<file path="config.mk">
export PLATFORM = sky130hd
export DESIGN_NAME = shift_sequencer_flat
export DESIGN_NICKNAME = d
export VERILOG_FILES = /design/src/rtl/shift_sequencer_pkg.sv /design/src/rtl/shift_sequencer_if.sv /design/src/rtl/shift_sequencer_step.sv /design/src/rtl/shift_sequencer.sv /design/src/flat_wrapper.sv
export SDC_FILE = /design/constraint.sdc
export NUM_CORES = 1
export LEC_CHECK = 0
export ABC_AREA = 1
export ABC_CLOCK_PERIOD_IN_PS = 2400
export CAP_MARGIN = 20
export CORE_MARGIN = 4
export CORE_UTILIZATION = 33
export DETAILED_ROUTE_END_ITERATION = 12
export PLACE_DENSITY_LB_ADDON = 0.08
export SYNTH_ARGS = -nofsm -noshare
export SYNTH_HDL_FRONTEND = slang
export SYNTH_SLANG_ARGS = --single-unit
</file>
<file path="constraint.sdc">
create_clock -name clk -period 2.4 [get_ports clk]
set_clock_uncertainty 0.15 [all_clocks]
set_input_delay 0.36 -clock clk [delete_from_list [all_inputs] [get_ports clk]]
set_output_delay 0.36 -clock clk [all_outputs]
set_load 0.005 [all_outputs]
</file>
<file path="src/rtl/shift_sequencer_pkg.sv">
// Shared constants for the MIPS shift sequencer: funct-derived op codes,
// FSM state encoding and default datapath widths.
package mips_shift_pkg;

  localparam int WIDTH_DEF = 32;
  localparam int SHW_DEF   = 5;

  localparam logic [1:0] OP_SLL = 2'b00;
  localparam logic [1:0] OP_SRL = 2'b10;
  localparam logic [1:0] OP_SRA = 2'b11;

  typedef enum logic [1:0] {
    IDLE  = 2'b00,
    SHIFT = 2'b01,
    DONE  = 2'b10
  } state_t;

endpackage

</file>
<file path="src/rtl/shift_sequencer_if.sv">
// Request/result bundle between decode/control (master) and the shift
// sequencer (slave).
interface shift_sequencer_if
  import mips_shift_pkg::*;
#(
  parameter int WIDTH = WIDTH_DEF,
  parameter int SHW   = SHW_DEF
) ();

  logic             start;
  logic             kill;
  logic [1:0]       op;
  logic             var_sel;
  logic [SHW-1:0]   shamt;
  logic [SHW-1:0]   rs_lo;
  logic [WIDTH-1:0] data;
  logic             busy;
  logic             done;
  logic [WIDTH-1:0] result;
  logic [WIDTH-1:0] amt_ext;

  modport master (
    output start, kill, op, var_sel, shamt, rs_lo, data,
    input  busy, done, result, amt_ext
  );

  modport slave (
    input  start, kill, op, var_sel, shamt, rs_lo, data,
    output busy, done, result, amt_ext
  );

endinterface

</file>
<file path="src/rtl/shift_sequencer_step.sv">
// One-bit shift of the accumulator; sra replicates the sign bit, the
// reserved op code behaves as srl.
module shift_step
  import mips_shift_pkg::*;
#(
  parameter int WIDTH = WIDTH_DEF
) (
  input  logic [WIDTH-1:0] acc,
  input  logic [1:0]       op,
  output logic [WIDTH-1:0] stepped
);

  always_comb begin
    stepped = {1'b0, acc[WIDTH-1:1]};
    case (op)
      OP_SLL:  stepped = {acc[WIDTH-2:0], 1'b0};
      OP_SRA:  stepped = {acc[WIDTH-1], acc[WIDTH-1:1]};
      default: ;
    endcase
  end

endmodule

</file>
<file path="src/rtl/shift_sequencer.sv">
// Multi-cycle shift controller: latches operand and amount on start, shifts
// one bit per clock, then pulses done for one cycle with the result.
module shift_sequencer
  import mips_shift_pkg::*;
#(
  parameter int WIDTH = WIDTH_DEF,
  parameter int SHW   = SHW_DEF
) (
  input  logic               clk,
  input  logic               reset,
  shift_sequencer_if.slave   bus
);

  state_t           state_reg;
  state_t           state_next;
  logic [WIDTH-1:0] acc_reg;
  logic [WIDTH-1:0] acc_step;
  logic [WIDTH-1:0] result_reg;
  logic [SHW-1:0]   count_reg;
  logic [SHW-1:0]   amt_reg;
  logic [SHW-1:0]   amt_sel;
  logic [1:0]       op_reg;
  logic             accept;
  logic             last_step;

  assign amt_sel   = bus.var_sel ? bus.rs_lo : bus.shamt;
  assign accept    = (state_reg == IDLE) && bus.start && !bus.kill;
  assign last_step = (state_reg == SHIFT) && (count_reg == SHW'(1));

  shift_step #(.WIDTH(WIDTH)) u_step (
    .acc     (acc_reg),
    .op      (op_reg),
    .stepped (acc_step)
  );

  always_ff @(posedge clk or posedge reset) begin
    if (reset) begin
      state_reg <= IDLE;
    end else begin
      state_reg <= state_next;
    end
  end

  always_comb begin
    state_next = state_reg;
    case (state_reg)
      IDLE:    if (accept) state_next = (amt_sel == '0) ? DONE : SHIFT;
      SHIFT:   if (last_step) state_next = DONE;
      DONE:    state_next = IDLE;
      default: state_next = IDLE;
    endcase
    if (bus.kill) begin
      state_next = IDLE;
    end
  end

  // result is captured on the edge into DONE so a killed shift never
  // disturbs the previously reported value.
  always_ff @(posedge clk or posedge reset) begin
    if (reset) begin
      acc_reg    <= '0;
      result_reg <= '0;
      count_reg  <= '0;
      amt_reg    <= '0;
      op_reg     <= OP_SLL;
    end else if (accept) begin
      acc_reg   <= bus.data;
      count_reg <= amt_sel;
      amt_reg   <= amt_sel;
      op_reg    <= bus.op;
      if (amt_sel == '0) begin
        result_reg <= bus.data;
      end
    end else if ((state_reg == SHIFT) && !bus.kill) begin
      acc_reg   <= acc_step;
      count_reg <= count_reg - SHW'(1);
      if (last_step) begin
        result_reg <= acc_step;
      end
    end
  end

  assign bus.busy    = (state_reg != IDLE);
  assign bus.done    = (state_reg == DONE);
  assign bus.result  = result_reg;
  assign bus.amt_ext = {{(WIDTH-SHW){1'b0}}, amt_reg};

endmodule
</file>
<file path="src/flat_wrapper.sv">
// flat-port wrapper written by rule: the top's interface ports become plain ports
module shift_sequencer_flat import mips_shift_pkg::*;
#(
  parameter int WIDTH = WIDTH_DEF,
  parameter int SHW   = SHW_DEF
)
  (clk, reset, bus_start, bus_kill, bus_op, bus_var_sel, bus_shamt, bus_rs_lo, bus_data, bus_busy, bus_done, bus_result, bus_amt_ext);
  shift_sequencer_if #(.WIDTH(WIDTH), .SHW(SHW)) bus_i ();
  input  logic clk;
  input  logic reset;
  input wire logic [$bits(bus_i.start)-1:0] bus_start;
  input wire logic [$bits(bus_i.kill)-1:0] bus_kill;
  input wire logic [$bits(bus_i.op)-1:0] bus_op;
  input wire logic [$bits(bus_i.var_sel)-1:0] bus_var_sel;
  input wire logic [$bits(bus_i.shamt)-1:0] bus_shamt;
  input wire logic [$bits(bus_i.rs_lo)-1:0] bus_rs_lo;
  input wire logic [$bits(bus_i.data)-1:0] bus_data;
  output wire logic [$bits(bus_i.busy)-1:0] bus_busy;
  output wire logic [$bits(bus_i.done)-1:0] bus_done;
  output wire logic [$bits(bus_i.result)-1:0] bus_result;
  output wire logic [$bits(bus_i.amt_ext)-1:0] bus_amt_ext;
  assign bus_i.start = bus_start;
  assign bus_i.kill = bus_kill;
  assign bus_i.op = bus_op;
  assign bus_i.var_sel = bus_var_sel;
  assign bus_i.shamt = bus_shamt;
  assign bus_i.rs_lo = bus_rs_lo;
  assign bus_i.data = bus_data;
  assign bus_busy = bus_i.busy;
  assign bus_done = bus_i.done;
  assign bus_result = bus_i.result;
  assign bus_amt_ext = bus_i.amt_ext;
  shift_sequencer #(.WIDTH(WIDTH), .SHW(SHW)) u_core (.clk(clk), .reset(reset), .bus(bus_i));
endmodule
</file>
==> results.json, run 1 <==
{
  "cpMaxStageDelayCell": "dfrtp_1",
  "worstPathArrival_ns": 2.07,
  "via_per_inst": 4.48,
  "cts_hold_buf": 0,
  "cts_setup_buffers": 0,
  "post-route-util_pct": 45.0,
  "worstReg2RegEnd": "u_core.bus.result[9]",
  "setup_violations": 0,
  "yosysUniqueCellTypes": 25,
  "path_clk_slew_ns": 0.06,
  "die_x_um": 121,
  "dp_hpwl_um": 7670,
  "p_int_mw": 3.76,
  "diodes": 0,
  "grt_overflow": 0,
  "status": "complete, no violations",
  "fp.coreArea_um2": 12200,
  "endpoint_kind": "flip-flop",
  "multi_input_area_um2": 1810,
  "final_max_slew_viol_count": 0,
  "die-area_um2": 14600,
  "crit_required_ns": 2.46,
  "place_congestion": 0.792,
  "wl_um": 10700,
  "synth_area_um2": 4200,
  "p_leak_nw": 2.70,
  "ys_seq_area_share_pct": 46.5,
  "synth_xor_xnor_area_share_pct": 0.209,
  "grt_util_met3_pct": 3.88,
  "grt_pass1_wl_um": 17900,
  "initial_utilization_pct": 34.4,
  "syn_inst": 575,
  "h-tree-depth": 3,
  "grt_max_degree": 37,
  "synth.area.mux_share_pct": 0,
  "power_frac_comb_pct": 40.9,
  "switching_power_mw": 2.03,
  "regToRegStartpoint": "u_core.op_reg[1]",
  "rows": 40,
  "numCtsBuffers": 9,
  "ios": 115,
  "ys_ff_latch": 78,
  "fin_nets": 713,
  "portBuffers": 87,
  "layout_common_cells": "nand2_1, clkdlybuf4s50_1, dfrtp_1, nor2_1, inv_1",
  "swShare_pct": 35.0,
  "grtUsageMet1_pct": 20.8,
  "synth_compound_area_share_pct": 9.72,
  "instances_no_fill": 832,
  "period_share_pct": 83.8,
  "r2r_slack_ns": 0.39,
  "hold_class": "primary input to async pin",
  "syn_to_final_growth_pct": 30.9,
  "drive_gt1_share_pct": 7.08,
  "power.share.clock_pct": 21.8,
  "yosys_warnings": 0,
  "grt_pass1_vias": 3736,
  "cp_max_fo": 25,
  "tritoncts": "yes",
  "cts-root-buf": "clkbuf_16",
  "cts_resized": 0,
  "avgRoutedWirePerCell_um": 12.9,
  "reg2regPathDepth": 10,
  "ir_drop_mv": 0.394,
  "period_needed_ns": 2.01,
  "antenna_found_initial": 0,
  "timing_hold_violations_final": 0,
  "critPathMaxStageDelay_ns": 0.35,
  "rsz0062_at_grt": "no",
  "synth-simple-area-share_pct": 29.6,
  "crit_family": "simple AND/OR/NAND/NOR gates",
  "seqCellArea_um2": 1950,
  "layout_commonest_cell": "nand2_1",
  "finalSetupTns_ns": 0,
  "dr.pass1.iters": 4,
  "path_common_cell": "nand2_1",
  "cp-start-kind": "flip-flop",
  "maxCapViolations": 0,
  "synth_top_family_by_area": "simple AND/OR/NAND/NOR gates",
  "clk_path_buf_depth": 2,
  "cp_num_buf_inv": 3,
  "seqPwrFrac_pct": 37.4,
  "drt_iter0_markers": 208,
  "criticalPathCategory": "flip-flop to flip-flop",
  "dp.cells": 817,
  "p_per_area_nw_per_um2": 1050,
  "vias": 3724,
  "synth.avg_cell_area_um2": 7.30,
  "dieHeight_um": 121,
  "clkSinkCount": 78,
  "grt_use_total_pct": 15.0,
  "synthAdderAreaFrac_pct": 1.19,
  "crit_path_cell_trace": "inv_1, ha_1, inv_1, nand2_1, buf_12, nor2_1, o21ai_0, nand2_1, nand3_1, nand2_1",
  "globalRoute.busiestLayer": "met2",
  "clk_latency_ns": 0.32,
  "max_freq_mhz": 497,
  "fillers": 1327,
  "detail-route-antenna-nets": 0,
  "drc_errors": 0,
  "grtUsageMet2_pct": 23.4
}
-- worst max path at each step --
stage	from	end	slack (ns)	cells past startpoint
finish	u_core.op_reg[1]	u_core.bus.result[9]	0.39	10
global route	u_core.op_reg[0]	u_core.bus.result[9]	0.15	10
CTS	u_core.op_reg[0]	u_core.bus.result[9]	0.38	10
detailed placement	bus_var_sel	u_core.bus.result[8]	0.24	9
global placement	bus_var_sel	u_core.bus.result[28]	0.28	8
floorplan	u_core.op_reg[0]	u_core.bus.result[28]	0.64	9
-- synthesized netlist by cell type --
| cell | number | area share (%) |
|---|---|---|
| nand2_1 | 198 | 18 |
| dfrtp_1 | 78 | 46 |
| nor2_1 | 66 | 5.9 |
| inv_1 | 42 | 3.8 |
| o21ai_0 | 37 | 4.4 |
| nand3_1 | 36 | 4.3 |
| o21ai_1 | 33 | 3.9 |
| buf_4 | 27 | 4.8 |
| buf_2 | 16 | 1.9 |
| clkbuf_1 | 10 | 0.89 |
| inv_2 | 6 | 0.54 |
| ha_1 | 4 | 1.2 |
| o211ai_1 | 4 | 0.72 |
| buf_6 | 3 | 0.80 |
| a21oi_1 | 2 | 0.24 |
| nand2_2 | 2 | 0.30 |
| nand4_1 | 2 | 0.30 |
| nor2_4 | 2 | 0.54 |
| conb_1 | 1 | 0.089 |
| nand3_2 | 1 | 0.24 |
| o21ai_2 | 1 | 0.21 |
| o311ai_0 | 1 | 0.21 |
| or2_1 | 1 | 0.15 |
| or2_2 | 1 | 0.15 |
| xor2_1 | 1 | 0.21 |
-- logic make-up after synthesis --
family / count (synthesis)
AOI/OAI and AO/OA: 78
and+or+nand+nor: 309
xor gates and xnor gates: 1
adders and majority gates: 4
buffers and inverters: 104
DFF: 78
other: 1
-- cell type report --
class,count,share of cell area [%]
Clock inverter,4,0.410
Inverter,48,3.35
Clock buffer,11,4.60
Tap cell,168,3.83
Sequential cell,78,35.5
Multi-Input combinational cell,419,33.0
Timing Repair Buffer,104,19.3
-- power groups by stage --
stage                     clock network, mW  logic (mW)  registers, mW
final                                  1.26        2.37           2.16
after global routing                   1.36        2.71           2.24
after CTS                              1.31        2.41           2.17
after detailed placement                  0        2.40           2.18
after global placement                    0        2.38           2.18
after floorplan                           0        1.37           2.17
-- stage by stage --
stage | power, mW | setup slack (ns) | cell area [µm²] | hold WS [ns]
after floorplan | 3.54 | 0.642 | 4300 | 0.300
after global placement | 4.55 | 0.283 | 5220 | 0.306
after detailed placement | 4.58 | 0.236 | 5220 | 0.308
after CTS | 5.89 | 0.375 | 5490 | 0.260
after global routing | 6.30 | 0.148 | 5490 | 0.278
final | 5.79 | 0.390 | 5490 | 0.248
-- per-layer routing --
layer	share of wire, %	vias to the layer above
li1	-	1919
met1	47	1696
met2	46	101
met3	5.5	8
met4	1.2	0
met5	0	-
(Power assumes the default switching activity.)
==> inputs of run 2 (changes only) <==
--- a/config.mk
+++ b/config.mk
@@ -6,7 +6,7 @@
 export NUM_CORES = 1
 export LEC_CHECK = 0
 export ABC_AREA = 1
-export ABC_CLOCK_PERIOD_IN_PS = 2400
+export ABC_CLOCK_PERIOD_IN_PS = 2050
 export CAP_MARGIN = 20
 export CORE_MARGIN = 4
 export CORE_UTILIZATION = 33
==> constraint.sdc (replaced) <==
create_clock -name clk -period 2.05 [get_ports clk]
set_clock_uncertainty 0.15 [all_clocks]
set_input_delay 0.3075 -clock clk [delete_from_list [all_inputs] [get_ports clk]]
set_output_delay 0.3075 -clock clk [all_outputs]
set_load 0.005 [all_outputs]
==> run 2 against run 1 <==
  * Critical path depth did not move
  * Non-clock buffer count rose by 5
  * Utilization rose by 1.2 points
  * Die area did not move
  * Combinational power rose by 20%
  * Clock-buffer cell count rose by 1
  * Highest routed layer unchanged
  * First-iteration DRC count fell by 23%
==> results.json, run 2 (same netlist as run 1, synthesis figures left out) <==
{
  "status": "complete, no violations",
  "final_area_um2": 5640,
  "power_frac_comb_pct": 40.0,
  "cpMaxStageDelayCell": "dfrtp_1",
  "grt_pass1_wl_um": 17900,
  "power_mw": 7.09,
  "grtUsageMet1_pct": 20.1,
  "seqPwrFrac_pct": 35.7,
  "globalRoute.busiestLayer": "met2",
  "h-tree-depth": 3,
  "diodes": 0,
  "path_common_cell": "nand2_1",
  "antenna_found_initial": 0,
  "path_clk_slew_ns": 0.06,
  "p_int_mw": 4.69,
  "cts_hold_buf": 0,
  "wl_um": 10600,
  "clk_path_buf_depth": 2,
  "ir_drop_mv": 0.495,
  "dr.pass1.iters": 4,
  "cts-root-buf": "clkbuf_16",
  "ios": 115,
  "dp_hpwl_um": 7530,
  "grt_max_degree": 79,
  "grt_util_met3_pct": 2.90,
  "numCtsBuffers": 9,
  "via_per_inst": 4.50,
  "final_max_slew_viol_count": 0,
  "worstPathArrival_ns": 1.94,
  "setup_violations": 0,
  "p_leak_nw": 2.77,
  "crit_required_ns": 2.11,
  "grt_use_total_pct": 15.1,
  "critPathMaxStageDelay_ns": 0.35,
  "die_x_um": 121,
  "finalSetupTns_ns": 0,
  "dp.cells": 822,
  "dieHeight_um": 121,
  "hold_ws_ns": 0.300,
  "hold_class": "primary input to async pin",
  "pre_cts_slack_ns": -0.0848,
  "cts_resized": 0,
  "dpl-instance-area_um2": 5320,
  "rsz0062_at_grt": "no",
  "period_share_pct": 91.4,
  "fillers": 1344,
  "crit_path_cell_trace": "inv_1, ha_1, inv_1, nand2_1, buf_4, nor2_1, o21ai_0, nand2_1, nand3_1, nand2_1",
  "fp.coreArea_um2": 12200,
  "initial_utilization_pct": 34.4,
  "clkSinkCount": 78,
  "maxCapViolations": 0,
  "max_freq_mhz": 534,
  "fin_nets": 718,
  "drive_gt1_share_pct": 7.61,
  "endpoint_kind": "flip-flop",
  "grt_overflow": 0,
  "layout_common_cells": "nand2_1, clkdlybuf4s50_1, dfrtp_1, nor2_1, inv_1",
  "vias": 3769,
  "grt_pass1_vias": 3714,
  "power.share.clock_pct": 24.2,
  "cts_setup_buffers": 0,
  "drt_iter0_markers": 160,
  "detail-route-antenna-nets": 0,
  "p_per_area_nw_per_um2": 1260,
  "die-area_um2": 14600,
  "syn_to_final_growth_pct": 34.2,
  "tritoncts": "yes",
  "cp_max_fo": 11,
  "portBuffers": 87,
  "cp-start-kind": "flip-flop",
  "rows": 40,
  "swShare_pct": 33.9,
  "criticalPathCategory": "flip-flop to flip-flop",
  "crit_family": "simple AND/OR/NAND/NOR gates",
  "grtUsageMet2_pct": 24.4,
  "timing_hold_violations_final": 0,
  "period_needed_ns": 1.87,
  "switching_power_mw": 2.40,
  "post-route-util_pct": 46.1,
  "setup_ws_ns": 0.176,
  "drc_errors": 0,
  "place_congestion": 0.782,
  "clk_latency_ns": 0.33,
  "layout_commonest_cell": "nand2_1",
  "cp_num_buf_inv": 3,
  "instances_no_fill": 838,
  "avgRoutedWirePerCell_um": 12.7
}
-- run 2: cell types whose count changed in the layout (fill, tap and decap cells not counted) --
| cell | change |
|---|---|
| clkbuf_1 | +2 |
| clkinvlp_4 | -1 |
| clkinv_2 | -1 |
| buf_12 | +5 |
| clkbuf_8 | -1 |
| bufinv_16 | +2 |
| o21ai_1 | +2 |
| o21ai_0 | -2 |
-- run 2: worst paths after layout --
kind | startpoint | endpoint | slack, ns | depth (start not counted)
setup / recovery | u_core.op_reg[0] | u_core.bus.result[9] | 0.18 | 10
hold / removal | reset | u_core.bus.result[15] | 0.30 | 3
hold reg to reg | u_core.bus.result[15] | u_core.bus.result[15] | 0.32 | 2
max in group asynchronous | reset | u_core.acc_reg[19] | 1.13 | 3
setup reg to reg | u_core.op_reg[0] | u_core.bus.result[9] | 0.18 | 10
min in group clk | u_core.bus.result[15] | u_core.bus.result[15] | 0.32 | 2
-- run 2: per-layer routing --
metal	part of all wire, %	vias up	wire length (µm)
li1	-	1926	-
met1	47	1732	4990
met2	46	95	4890
met3	5.2	16	548
met4	1.9	0	201
met5	0	-	0
-- run 2: power by group through the flow --
stage               Sequential [mW]  Clock, mW  Combinational [mW]
floorplan                      2.53          0                1.61
global placement               2.55          0                2.84
detailed placement             2.57          0                2.87
CTS                            2.55       1.76                2.89
global route                   2.62       1.82                3.24
finish                         2.53       1.72                2.84
-- run 2: layout make-up --
class | count | area (µm²) | share of cell area [%]
Clock buffer | 12 | 246 | 4.37
Clock inverter | 4 | 70.1 | 1.24
Inverter | 48 | 184 | 3.26
Multi-Input combinational cell | 419 | 1810 | 32.1
Sequential cell | 78 | 1950 | 34.6
Tap cell | 168 | 210 | 3.73
Timing Repair Buffer | 109 | 1160 | 20.6
-- run 2: worst reg2reg max path, cell delays in order (launching register included) --
cell	delay, ns
dfrtp_1	0.35
inv_1	0.05
ha_1	0.32
inv_1	0.08
nand2_1	0.13
buf_4	0.20
nor2_1	0.07
o21ai_0	0.15
nand2_1	0.10
nand3_1	0.09
nand2_1	0.06
